$ cat src/rtl/crc32_sched_if.sv
// Request/response bus of the CRC scheduler: two requesters in, one result stream out.
interface crc32_sched_if;
    logic [1:0]  req_valid_i;
    logic [31:0] req_msg0_i;
    logic [31:0] req_msg1_i;
    logic [31:0] req_poly0_i;
    logic [31:0] req_poly1_i;
    logic [1:0]  req_ready_o;
    logic        rsp_valid_o;
    logic        rsp_id_o;
    logic [31:0] rsp_crc_o;
    logic        rsp_ready_i;

    modport slave (
        input  req_valid_i, req_msg0_i, req_msg1_i, req_poly0_i, req_poly1_i, rsp_ready_i,
        output req_ready_o, rsp_valid_o, rsp_id_o, rsp_crc_o
    );

    modport master (
        output req_valid_i, req_msg0_i, req_msg1_i, req_poly0_i, req_poly1_i, rsp_ready_i,
        input  req_ready_o, rsp_valid_o, rsp_id_o, rsp_crc_o
    );
endinterface

$ cat src/rtl/crc32_sched.sv
// Two-requester round-robin scheduler that sequences an external bit-serial CRC engine
// through load, RUN_CYCLES compute steps and result capture, then holds the result.
//   state  | meaning
//   IDLE   | waiting for a request; grants one in the same cycle
//   LOAD   | engine load strobe low, operands presented
//   RUN    | engine stepping for RUN_CYCLES cycles
//   CAPT   | engine settled, result registered
//   RESP   | result valid until the consumer accepts it
module crc32_sched #(
    parameter int unsigned RUN_CYCLES = 32
) (
    input  logic         clk_i,
    input  logic         rst_i,
    crc32_sched_if.slave bus,
    output logic         eng_rst_no,
    output logic         eng_compute_o,
    output logic [31:0]  eng_msg_o,
    output logic [31:0]  eng_poly_o,
    input  logic [31:0]  eng_crc_i,
    output logic         busy_o
);
    localparam int unsigned   CW       = (RUN_CYCLES > 1) ? $clog2(RUN_CYCLES) : 1;
    localparam logic [CW-1:0] CNT_LOAD = CW'(RUN_CYCLES - 1);

    typedef enum logic [2:0] {S_IDLE, S_LOAD, S_RUN, S_CAPT, S_RESP} state_t;

    state_t      state_q;
    logic        last_q;
    logic        id_q;
    logic [31:0] msg_q;
    logic [31:0] poly_q;
    logic [31:0] crc_q;
    logic [CW-1:0] cnt_q;
    logic        rsp_valid_q;
    logic        eng_rst_n_q;
    logic        compute_q;
    logic        busy_q;

    logic        any_req;
    logic        grant_d;
    logic [1:0]  ready_d;
    logic [31:0] msg_d;
    logic [31:0] poly_d;

    assign any_req = |bus.req_valid_i;
    assign msg_d   = grant_d ? bus.req_msg1_i  : bus.req_msg0_i;
    assign poly_d  = grant_d ? bus.req_poly1_i : bus.req_poly0_i;

    // Both valid: the one not granted last wins; a lone request wins outright.
    always_comb begin
        grant_d = (&bus.req_valid_i) ? ~last_q : bus.req_valid_i[1];
        ready_d = 2'b00;
        if (rst_i && state_q == S_IDLE && any_req)
            ready_d = grant_d ? 2'b10 : 2'b01;
    end

    always_ff @(posedge clk_i or negedge rst_i) begin
        if (!rst_i) begin
            state_q     <= S_IDLE;
            last_q      <= 1'b1;
            id_q        <= 1'b0;
            msg_q       <= '0;
            poly_q      <= '0;
            crc_q       <= '0;
            cnt_q       <= '0;
            rsp_valid_q <= 1'b0;
            eng_rst_n_q <= 1'b0;
            compute_q   <= 1'b0;
            busy_q      <= 1'b0;
        end else begin
            case (state_q)
                S_IDLE: begin
                    eng_rst_n_q <= 1'b1;
                    if (any_req) begin
                        state_q     <= S_LOAD;
                        last_q      <= grant_d;
                        id_q        <= grant_d;
                        msg_q       <= msg_d;
                        poly_q      <= poly_d;
                        eng_rst_n_q <= 1'b0;
                        busy_q      <= 1'b1;
                    end
                end
                S_LOAD: begin
                    state_q     <= S_RUN;
                    cnt_q       <= CNT_LOAD;
                    eng_rst_n_q <= 1'b1;
                    compute_q   <= 1'b1;
                end
                S_RUN: begin
                    if (cnt_q == '0) begin
                        state_q   <= S_CAPT;
                        compute_q <= 1'b0;
                    end else begin
                        cnt_q <= cnt_q - CW'(1);
                    end
                end
                S_CAPT: begin
                    state_q     <= S_RESP;
                    crc_q       <= eng_crc_i;
                    rsp_valid_q <= 1'b1;
                end
                S_RESP: begin
                    if (bus.rsp_ready_i) begin
                        state_q     <= S_IDLE;
                        rsp_valid_q <= 1'b0;
                        busy_q      <= 1'b0;
                    end
                end
                default: state_q <= S_IDLE;
            endcase
        end
    end

    assign bus.req_ready_o = ready_d;
    assign bus.rsp_valid_o = rsp_valid_q;
    assign bus.rsp_id_o    = id_q;
    assign bus.rsp_crc_o   = crc_q;
    assign eng_rst_no      = eng_rst_n_q;
    assign eng_compute_o   = compute_q;
    assign eng_msg_o       = msg_q;
    assign eng_poly_o      = poly_q;
    assign busy_o          = busy_q;
endmodule

$ cat src/flat_wrapper.sv
// flat-port wrapper written by rule: the top's interface ports become plain ports
module crc32_sched_flat 
#(
    parameter int unsigned RUN_CYCLES = 32
)
  (clk_i, rst_i, eng_rst_no, eng_compute_o, eng_msg_o, eng_poly_o, eng_crc_i, busy_o, bus_req_valid_i, bus_req_msg0_i, bus_req_msg1_i, bus_req_poly0_i, bus_req_poly1_i, bus_rsp_ready_i, bus_req_ready_o, bus_rsp_valid_o, bus_rsp_id_o, bus_rsp_crc_o);
  crc32_sched_if bus_i ();
  input  logic clk_i;
  input  logic rst_i;
  output logic eng_rst_no;
  output logic eng_compute_o;
  output logic [31:0] eng_msg_o;
  output logic [31:0] eng_poly_o;
  input  logic [31:0] eng_crc_i;
  output logic busy_o;
  input wire logic [$bits(bus_i.req_valid_i)-1:0] bus_req_valid_i;
  input wire logic [$bits(bus_i.req_msg0_i)-1:0] bus_req_msg0_i;
  input wire logic [$bits(bus_i.req_msg1_i)-1:0] bus_req_msg1_i;
  input wire logic [$bits(bus_i.req_poly0_i)-1:0] bus_req_poly0_i;
  input wire logic [$bits(bus_i.req_poly1_i)-1:0] bus_req_poly1_i;
  input wire logic [$bits(bus_i.rsp_ready_i)-1:0] bus_rsp_ready_i;
  output wire logic [$bits(bus_i.req_ready_o)-1:0] bus_req_ready_o;
  output wire logic [$bits(bus_i.rsp_valid_o)-1:0] bus_rsp_valid_o;
  output wire logic [$bits(bus_i.rsp_id_o)-1:0] bus_rsp_id_o;
  output wire logic [$bits(bus_i.rsp_crc_o)-1:0] bus_rsp_crc_o;
  assign bus_i.req_valid_i = bus_req_valid_i;
  assign bus_i.req_msg0_i = bus_req_msg0_i;
  assign bus_i.req_msg1_i = bus_req_msg1_i;
  assign bus_i.req_poly0_i = bus_req_poly0_i;
  assign bus_i.req_poly1_i = bus_req_poly1_i;
  assign bus_i.rsp_ready_i = bus_rsp_ready_i;
  assign bus_req_ready_o = bus_i.req_ready_o;
  assign bus_rsp_valid_o = bus_i.rsp_valid_o;
  assign bus_rsp_id_o = bus_i.rsp_id_o;
  assign bus_rsp_crc_o = bus_i.rsp_crc_o;
  crc32_sched #(.RUN_CYCLES(RUN_CYCLES)) u_core (.clk_i(clk_i), .rst_i(rst_i), .bus(bus_i), .eng_rst_no(eng_rst_no), .eng_compute_o(eng_compute_o), .eng_msg_o(eng_msg_o), .eng_poly_o(eng_poly_o), .eng_crc_i(eng_crc_i), .busy_o(busy_o));
endmodule
$ cat config.mk
export PLATFORM = sky130hd
export DESIGN_NAME = crc32_sched_flat
export DESIGN_NICKNAME = d
export VERILOG_FILES = /design/src/rtl/crc32_sched_if.sv /design/src/rtl/crc32_sched.sv /design/src/flat_wrapper.sv
export SDC_FILE = /design/constraint.sdc
export NUM_CORES = 1
export LEC_CHECK = 0
export CORE_ASPECT_RATIO = 0.9
export CORE_MARGIN = 2
export CORE_UTILIZATION = 43
export CTS_CLUSTER_SIZE = 10
export DETAILED_ROUTE_END_ITERATION = 8
export GPL_TIMING_DRIVEN = 0
export PLACE_DENSITY = 0.95
export SETUP_SLACK_MARGIN = 0.2
export SYNTH_ARGS = -nofsm -noshare
export SYNTH_HDL_FRONTEND = slang
export SYNTH_SLANG_ARGS = --single-unit
$ cat constraint.sdc
create_clock -name clk_i -period 2.7 [get_ports clk_i]
set_clock_uncertainty 0.1 [all_clocks]
set_input_delay 0.27 -clock clk_i [delete_from_list [all_inputs] [get_ports clk_i]]
set_output_delay 0.27 -clock clk_i [all_outputs]
set_load 0.1 [all_outputs]
Yosys cells after proc, flatten, opt, wreduce, memory -nomap -nowiden
Cells that the tools add are included.

word-level totals
  bits in registers = 110
  word-level logic and storage cells = 56
  input port bits = 165

cells by class
  $add $sub $neg = 1
  multiplexer cells = 19
  eq/ne operators = 8
  bitwise operators = 1
  reductions and logical operators = 16

operators with widths
  kind                                                                    count
  32-bit 2-to-1 mux                                                       2
  3-bit case mux with 5 select lines                                      1
  5-bit case mux with 2 select lines                                      1
  2-bit AND reduction                                                     5
  3-bit 2-to-1 mux                                                        3
  1-bit case mux with 2 select lines                                      4
  2-bit nonzero test                                                      4
  3-bit by 2-bit equality test with 1-bit output (second input constant)  2
  3-bit AND reduction                                                     2
  5-bit logical NOT                                                       1
  1-bit 2-to-1 mux                                                        5
  5-bit 2-to-1 mux                                                        1
  5-bit by 1-bit subtractor with 5-bit output (second input constant)     1
  2-bit 2-to-1 mux                                                        2
  2-bit by 1-bit != test with 1-bit output (second input constant)        2
  2-bit != test (second input constant)                                   2
  3-bit by 1-bit equality test with 1-bit output (second input constant)  1
  3-bit equality test (second input constant)                             1
  3-bit logical NOT                                                       1
  1-bit logical AND                                                       2
  2-bit OR reduction                                                      1
  1-bit NOT                                                               1

Longest topological paths before layout
Gate-level depths: netlist (run 1).

  depth in word-level cells = 4
  depth in mapped cells = 6
  mapped depth without buffers = 5

Worst setup path after synthesis (run 1)
Ideal clock, no wire load.

  path kind = reg2out
  start point = register u_core.state_q[2]
  end point = output bus_req_ready_o[0]
  path slack = 0.393 ns
  stages on the path, launching flop included = 6
  arrival time = 1.937 ns
  data required time = 2.330 ns
  path buffers = 2
  path through = dfrtp_1 nor3_4 o21a_2 buf_6 buf_4 and3b_1

between the ends
  longest elaborated chain between the ends = 4

ends and longest elaborated chain
  what                            RTL line            source
  start, declared                 crc32_sched.sv:27   state_t state_q;
  start signal, assigned          crc32_sched.sv:59   state_q <= S_IDLE;
  start signal, assigned          crc32_sched.sv:75   state_q <= S_LOAD;
  start signal, assigned          crc32_sched.sv:85   state_q <= S_RUN;
  3-bit logical NOT               crc32_sched.sv:53   if (rst_i && state_q == S_IDLE && any_req)
  1-bit logical AND (2 in a row)  crc32_sched.sv:53
  2-bit 2-to-1 mux                crc32_sched.sv:53
  end, declared                   flat_wrapper.sv:22  output wire logic [$bits(bus_i.req_ready_o)-1:0] bus_req_ready_o;

No other way between the ends.

Final worst setup path (run 1)
  start point = register u_core.state_q[1]
  end point = output bus_req_ready_o[0]

Same word-level chain as after synthesis.

==> out/qor.csv, run 1 <==
metric,value,unit
status,finished with violations,
failing checks,negative hold slack,
actual slew at the worst max-slew pin,1.03,ns
Yosys reg bits,110,
first drt pass iteration count,4,
max-cap violations,0,
Synth Area in Compound Gates,0.0304,
Root Driver,clkbuf_16,
met2 WL,8210,um
Critical Path RT,2.33,ns
initial antenna violation count,0,
min cycle time layout,2.43,ns
WP data arrival,2.06,ns
largest net degree at the start of global routing,59,
vias in the first global route,4437,
fin util,0.726,
final hold violation count,56,
"Cell Area, Synth",5060,um^2
top sig layer,met4,
"top cells by area, synth","dfrtp_1 (54%), mux2_2 (36%), buf_2 (1.1%)",
Yosys top cell area share,0.539,
Yosys cell types,36,
WS Path Type,reg -> out,
DRC viols,0,
first-pass GRT wire length,23300,um
Crit Path Max Fanout,10,
Synth Net Count,515,
Tot GR Track Use,0.237,
Max Fclk,0.411,GHz
mux share of post-synthesis cell area,0.356,
Clock Sink Count,110,
Area Growth Syn to Fin,64.6,%
Post-Synth XOR/XNOR Area,0.00173,
fin crit share,0.901,
Synth Instances,349,
Post-DP HPWL,11600,um
adder-cell area share of the yosys netlist,0.00247,
CTS max path bufs,2,
largest family of logic cells by synthesized area,multiplexers,
starting density of the core,0.441,
share of post-route cells with drive strength above 1,0.331,
WL final,15000,um
routability cong.,0.801,
Die X,118,um
crit path launch type,flip-flop,
fin. max-slew vios,0,
"Clk Latency, worst-skew pair",0.34,ns
post-synthesis simple-gate area fraction,0.0363,
Syn. warnings,0,
Routed met1 length,5330,um
clock slew at reported path FFs,0.07,ns
port bufs,267,
most used flip-flop cell after synthesis,dfrtp_1,
Avg WL per Cell,18.9,um
Die Ht,107,um
final setup violating endpoints,0,
"Seq/Total Area, Yosys",0.544,
Hold WS,-0.119,ns
Critical Path End Type,output pin,
Slew HR,0.312,
grt total ovfl,0,
Rows,37,
Nets,796,
die area,12700,um^2
path type of the worst min-delay path,in -> async,
total CTS buffers,9,
core box area,11500,um^2
RSZ-0062 raised after global routing,yes,
# H-tree levels,3,
ANT nets after route,0,
Vias/cell,4.99,
n_diodes,0,
Post-synth EDFFs,0,
average size of a mapped cell,14.5,um^2
DRT iter0 DRCs,120,
leading area contributor after synthesis,dfrtp_1,
met3 routed WL,1060,um
"Async S/R FF share, synth",1.00,
CTS tree,done,
Via Count,3950,
IO Pins,268,
[critical path: stages (launching register included)]
cell     delay, ns
dfrtp_2       0.47
nor3_4        0.25
o21a_4        0.22
buf_6         0.16
buf_4         0.19
and3b_1       0.21
buf_8         0.21
[synth_stat cells, types with 2 or more instances]
master / number
a31oi_1: 3
buf_6: 3
a21oi_1: 4
o32a_1: 2
buf_2: 11
nand2_1: 3
buf_4: 6
nor2_1: 10
a21bo_2: 2
dfrtp_1: 109
inv_1: 3
nand3_1: 4
mux2_2: 160
nand2b_1: 3
o21ai_0: 5
[worst paths after layout]
path	end	slack, ns	start	depth (start not counted)
setup / recovery	bus_req_ready_o[0]	0.27	u_core.state_q[1]	6
hold / removal	u_core.eng_msg_o[1]	-0.12	rst_i	1
setup reg to reg	u_core.cnt_q[0]	0.71	u_core.cnt_q[0]	6
hold reg to reg	u_core.eng_poly_o[14]	0.41	u_core.eng_poly_o[14]	1
max in group asynchronous	u_core.last_q	1.84	rst_i	2
min in group clk_i	u_core.eng_poly_o[14]	0.41	u_core.eng_poly_o[14]	1
[timing repair]
item | in CTS | in global routing
endpoints found under the setup margin | 2 | 2
hold endpoints to repair | 56 | 56
buffers inserted | 0 | 2
pin swaps | 0 | 1
resized for setup | 14 | 3
[logic make-up (layout without fill, tap and decap cells)]
kind of cell	after synthesis	in the layout
XOR/XNOR	1	1
buffers and inverters	24	310
flip-flops	110	110
AO/OA/AOI/OAI	21	21
AND/OR/NAND/NOR	32	32
multiplexers	160	160
adder cells (fa/ha/maj)	1	1
[stage by stage]
stage | instance area (um^2) | TNS (ns) | instances | hold slack [ns] | setup WS (ns)
finish | 8330 | 0 | 791 | -0.119 | 0.267
global route | 8330 | 0 | 791 | -0.0608 | 0.157
CTS | 8310 | 0 | 789 | -0.0922 | 0.155
detailed placement | 7960 | -1.10 | 773 | 0.280 | -0.622
global placement | 7930 | -315.72 | 772 | 0.363 | -3.68
floorplan | 5060 | 0 | 349 | -0.126 | 0.393
[state kept, by name (all words and copies together), names as in the netlist]
register                cells
u_core.bus.rsp_id_o         1
u_core.last_q               1
u_core.eng_rst_no           1
u_core.busy_o               1
u_core.eng_msg_o           32
u_core.cnt_q                5
u_core.eng_compute_o        1
u_core.bus.rsp_crc_o       32
u_core.eng_poly_o          32
u_core.bus.rsp_valid_o      1
u_core.state_q              3
[placed cells by master, fill, tap and decap left out, drive strengths merged, types with 4 or more instances in the layout]
cell type      count
o21ai              5
clkdlybuf4s50    264
a21oi              4
dfrtp            109
nand3              4
mux2             160
nor2              10
buf               25
clkbuf            13
[final cells by class]
cell class / instances / area (um^2)
fillers: 807 / 3150
flip-flops and latches: 110 / 2760
clock buffers: 11 / 243
repair buffers: 270 / 2720
inverters: 3 / 11.3
clock inverters: 5 / 106
plain buffers: 21 / 140
multi-input cells: 215 / 2170
well taps: 156 / 195
[routing by layer]
layer	GRT usage	up-vias
met5	0	-
li1	-	1810
met3	0.0755	26
met4	0.0799	0
met1	0.248	1954
met2	0.449	160
Power of run 1 is not shown: default switching activity piles up to over one toggle a cycle in this logic, so the estimate is an artifact.
==> run 2: changes to the inputs <==
- CELL_PAD_IN_SITES_DETAIL_PLACEMENT: default -> 0
- CELL_PAD_IN_SITES_GLOBAL_PLACEMENT: default -> 2
- CORE_UTILIZATION: 43 -> 22
- PLACE_DENSITY: 0.95 -> 0.84
- clock period: 2.7 -> 2.1 ns (I/O delays scaled with it)
==> out/qor.csv, run 2 (synthesized netlist as in run 1, its figures left out) <==
metric,value,unit
share of post-route cells with drive strength above 1,0.446,
"most used cell, CP",buf_12,
pre-CTS setup slack,-1.25,ns
initial antenna violation count,0,
CP cell instances,nor3_4 -> o21a_4 -> buf_8 -> buf_12 -> and3b_2 -> buf_12,
Vias/cell,4.18,
WL final,15300,um
Critical Path End Type,output pin,
DRC viols,0,
Nets,820,
"Clk Latency, worst-skew pair",0.35,ns
vias in the first global route,4382,
Critical Path RT,1.79,ns
failing checks,negative hold slack,
routability cong.,0.742,
Hold WS,-0.328,ns
fin crit share,0.988,
actual slew at the worst max-slew pin,0.991,ns
fin util,0.378,
Crit path largest cell delay,0.44,ns
starting density of the core,0.224,
"leading cell types in the layout, fill and taps excluded","clkdlybuf4s50_1 (161), mux2_2 (160), dfrtp_1 (107)",
Area Growth Syn to Fin,68.6,%
RSZ-0062 raised after global routing,yes,
final setup violating endpoints,0,
path type of the worst min-delay path,in -> async,
fin. max-slew vios,0,
# H-tree levels,3,
final hold violation count,44,
WS Path Type,reg -> out,
# fillers,2169,
Via Count,3996,
ANT nets after route,0,
n_diodes,0,
port bufs,267,
max-cap violations,0,
Tot GR Track Use,0.127,
Clock Sink Count,110,
status,finished with violations,
die area,24200,um^2
Post-DP HPWL,11400,um
clock slew at reported path FFs,0.07,ns
CTS tree,done,
core box area,22600,um^2
Avg WL per Cell,16.0,um
Placed Cells,914,
Max Fclk,0.482,GHz
first-pass GRT wire length,23600,um
Slew HR,0.342,
Rows,52,
Root Driver,clkbuf_16,
Crit Path Max Fanout,6,
total CTS buffers,9,
IO Pins,268,
WP data arrival,1.76,ns
DRT iter0 DRCs,105,
largest net degree at the start of global routing,69,
crit path launch type,flip-flop,
first drt pass iteration count,4,
post-layout worst setup margin,0.0258,ns
min cycle time layout,2.07,ns
Die Ht,148,um
"most common cell after layout, fill and taps aside",clkdlybuf4s50_1,
Critical Path Slowest Stage Cell,dfrtp_2,
CTS max path bufs,2,
grt total ovfl,0,
Die X,164,um
Finished Layout Cells,956,
## run 2: cell count changes in the layout (fill, tap and decap cells not counted), moves of 3 or more
cell             before  now
bufinv_16             3    0
buf_12                0    4
buf_2                10    0
buf_8                 1    4
clkdlybuf4s15_1       0   45
buf_4                10   32
clkbuf_2              0   48
clkdlybuf4s50_1     264  161
buf_6                 3    8
clkdlybuf4s15_2       0    6
dlygate4sd2_1         0    3
## run 2: timing repair
action,in CTS,in global routing
resized for setup,189,125
buffers inserted,13,13
endpoints found under the hold margin,44,44
pin swaps,3,3
endpoints found under the setup margin,162,161
## run 2: per-layer routing
layer,vias to the layer above,GRT usage,share of wire
li1,1858,-,-
met1,1960,0.142,0.39
met2,162,0.228,0.52
met3,16,0.0407,0.078
met4,0,0.0390,0.016
met5,-,0,0
## run 2: cell type report
| cell class | count | area [um^2] | area share |
|---|---|---|---|
| plain buffers | 21 | 228 | 0.0267 |
| inverters | 3 | 11.3 | 0.00132 |
| multi-input cells | 215 | 2200 | 0.258 |
| clock buffers | 12 | 246 | 0.0289 |
| flip-flops and latches | 110 | 2760 | 0.323 |
| well taps | 297 | 372 | 0.0435 |
| repair buffers | 294 | 2690 | 0.315 |
| clock inverters | 4 | 32.5 | 0.00381 |
## run 2: path summary, 6_finish.rpt
check	slack, ns	from	cells past startpoint	to
setup / recovery	0.03	u_core.state_q[1]	6	bus_req_ready_o[0]
hold / removal	-0.33	rst_i	1	u_core.eng_msg_o[1]
setup reg to reg	0.23	u_core.cnt_q[1]	6	u_core.cnt_q[1]
hold reg to reg	0.38	u_core.busy_o	1	u_core.busy_o
max in group asynchronous	1.47	rst_i	2	u_core.last_q
min in group clk_i	0.10	bus_req_valid_i[0]	2	u_core.last_q
## run 2: critical path, delay by kind of cell (launching register included)
kind	cells	cell delay (ns)
compound gates	1	0.18
buf+inv	3	0.37
flops	1	0.44
simple gates	2	0.43
## run 2: metrics by stage
| stage | setup TNS (ns) | area [um^2] |
|---|---|---|
| after global placement | -431.39 | 8110 |
| after floorplan | 0 | 5070 |
| after detailed placement | -24.28 | 8140 |
| after global routing | -0.0838 | 8540 |
| final | 0 | 8540 |
| after CTS | -0.0682 | 8540 |
Power of run 2 is left out for the same reason.
==> run 3: changes to the inputs <==
- GPL_TIMING_DRIVEN: 0 -> default
==> out/qor.csv, run 3 (synthesized netlist as in run 1, its figures left out) <==
metric,value,unit
Rows,52,
CTS tree,done,
ANT nets after route,0,
WL final,14900,um
Root Driver,clkbuf_16,
"Clk Latency, worst-skew pair",0.34,ns
CTS max path bufs,2,
total CTS buffers,9,
Area Growth Syn to Fin,65.4,%
Placed Cells,910,
"leading cell types in the layout, fill and taps excluded","clkdlybuf4s50_1 (163), mux2_2 (160), buf_4 (124)",
Die X,164,um
WP data arrival,1.99,ns
Crit Path Max Fanout,4,
actual slew at the worst max-slew pin,0.816,ns
"most common cell after layout, fill and taps aside",clkdlybuf4s50_1,
WS Path Type,reg -> reg,
# H-tree levels,3,
grt total ovfl,0,
clock slew at reported path FFs,0.07,ns
core box area,22600,um^2
die area,24200,um^2
final setup violating endpoints,0,
first-pass GRT wire length,23300,um
hold_sp,eng_crc_i[15],
Max Fclk,0.541,GHz
Tot GR Track Use,0.124,
port bufs,267,
Hold WS,0.372,ns
Critical Path RT,2.24,ns
n_diodes,0,
vias in the first global route,4291,
fin. max-slew vios,0,
# fillers,2185,
Die Ht,148,um
Finished Layout Cells,937,
min cycle time layout,1.85,ns
Vias/cell,4.19,
path type of the worst min-delay path,in -> reg,
IO Pins,268,
Clock Sink Count,110,
DRT iter0 DRCs,91,
Critical Path End Type,flip-flop,
area post-placement,7940,um^2
crit path launch type,flip-flop,
max-cap violations,0,
first drt pass iteration count,4,
fin area,8370,um^2
routability cong.,0.772,
share of post-route cells with drive strength above 1,0.498,
Post-DP HPWL,11100,um
Critical R2R Launch,u_core.cnt_q[1],
Nets,803,
starting density of the core,0.224,
fin util,0.371,
Via Count,3930,
status,"finished, final reports clean",
Avg WL per Cell,15.9,um
fin crit share,0.880,
RSZ-0062 raised after global routing,yes,
DRC viols,0,
Slew HR,0.456,
final hold violation count,0,
critical path startpoint,u_core.cnt_q[1],
largest net degree at the start of global routing,62,
initial antenna violation count,0,
## run 3: cell count changes in the layout (fill, tap and decap cells not counted), moves of 3 or more
cell and change:
clkdlybuf4s15_1 -45, clkdlybuf4s15_2 -6, buf_6 -7, clkbuf_2 -48, clkbuf_1 -3, dlygate4sd2_1 -3, buf_8 -4, buf_4 +92
## run 3: layout make-up
cell class / instances / area (um^2) / area share
clock buffers: 9 / 225 / 0.0269
flip-flops and latches: 110 / 2760 / 0.329
clock inverters: 5 / 60.1 / 0.00717
repair buffers: 298 / 2770 / 0.331
multi-input cells: 215 / 2180 / 0.260
inverters: 3 / 11.3 / 0.00134
well taps: 297 / 372 / 0.0444
## run 3: what timing repair did
action                     in CTS  in global routing
pin swaps                       1                  2
hold buffers                    2                  0
hold endpoints to repair       15                  0
resized for setup               2                  3
buffers inserted                6                  3
setup endpoints to repair       3                 27
cloned                          2                  0
## run 3: worst paths after layout
path	endpoint	slack, ns	cells past startpoint
min reg2reg	u_core.busy_o	0.38	1
min	u_core.bus.rsp_crc_o[15]	0.37	2
max	u_core.state_q[0]	0.25	5
min in group asynchronous	u_core.cnt_q[3]	0.47	3
max reg2reg	u_core.state_q[0]	0.25	5
max in group asynchronous	u_core.eng_poly_o[17]	0.46	3
## run 3: per-stage QoR
step	setup WS [ns]	setup TNS, ns
final	0.251	0
after global placement	0.00195	0
after CTS	0.199	0
after floorplan	0.136	0
after detailed placement	-0.0499	-1.18
after global routing	0.181	0
## run 3: worst max-delay path, stage by stage (launching register included)
cell	delay [ns]
dfrtp_1	0.42
inv_1	0.07
ha_1	0.17
or4b_4	0.50
buf_4	0.17
a2111oi_2	0.33
## run 3: per-layer routing
layer  wire (um)  global-route usage
met2        7490               0.217
met4         250              0.0360
met5           0                   0
met3        1150              0.0401
met1        6050               0.144
Power of run 3 is left out for the same reason.
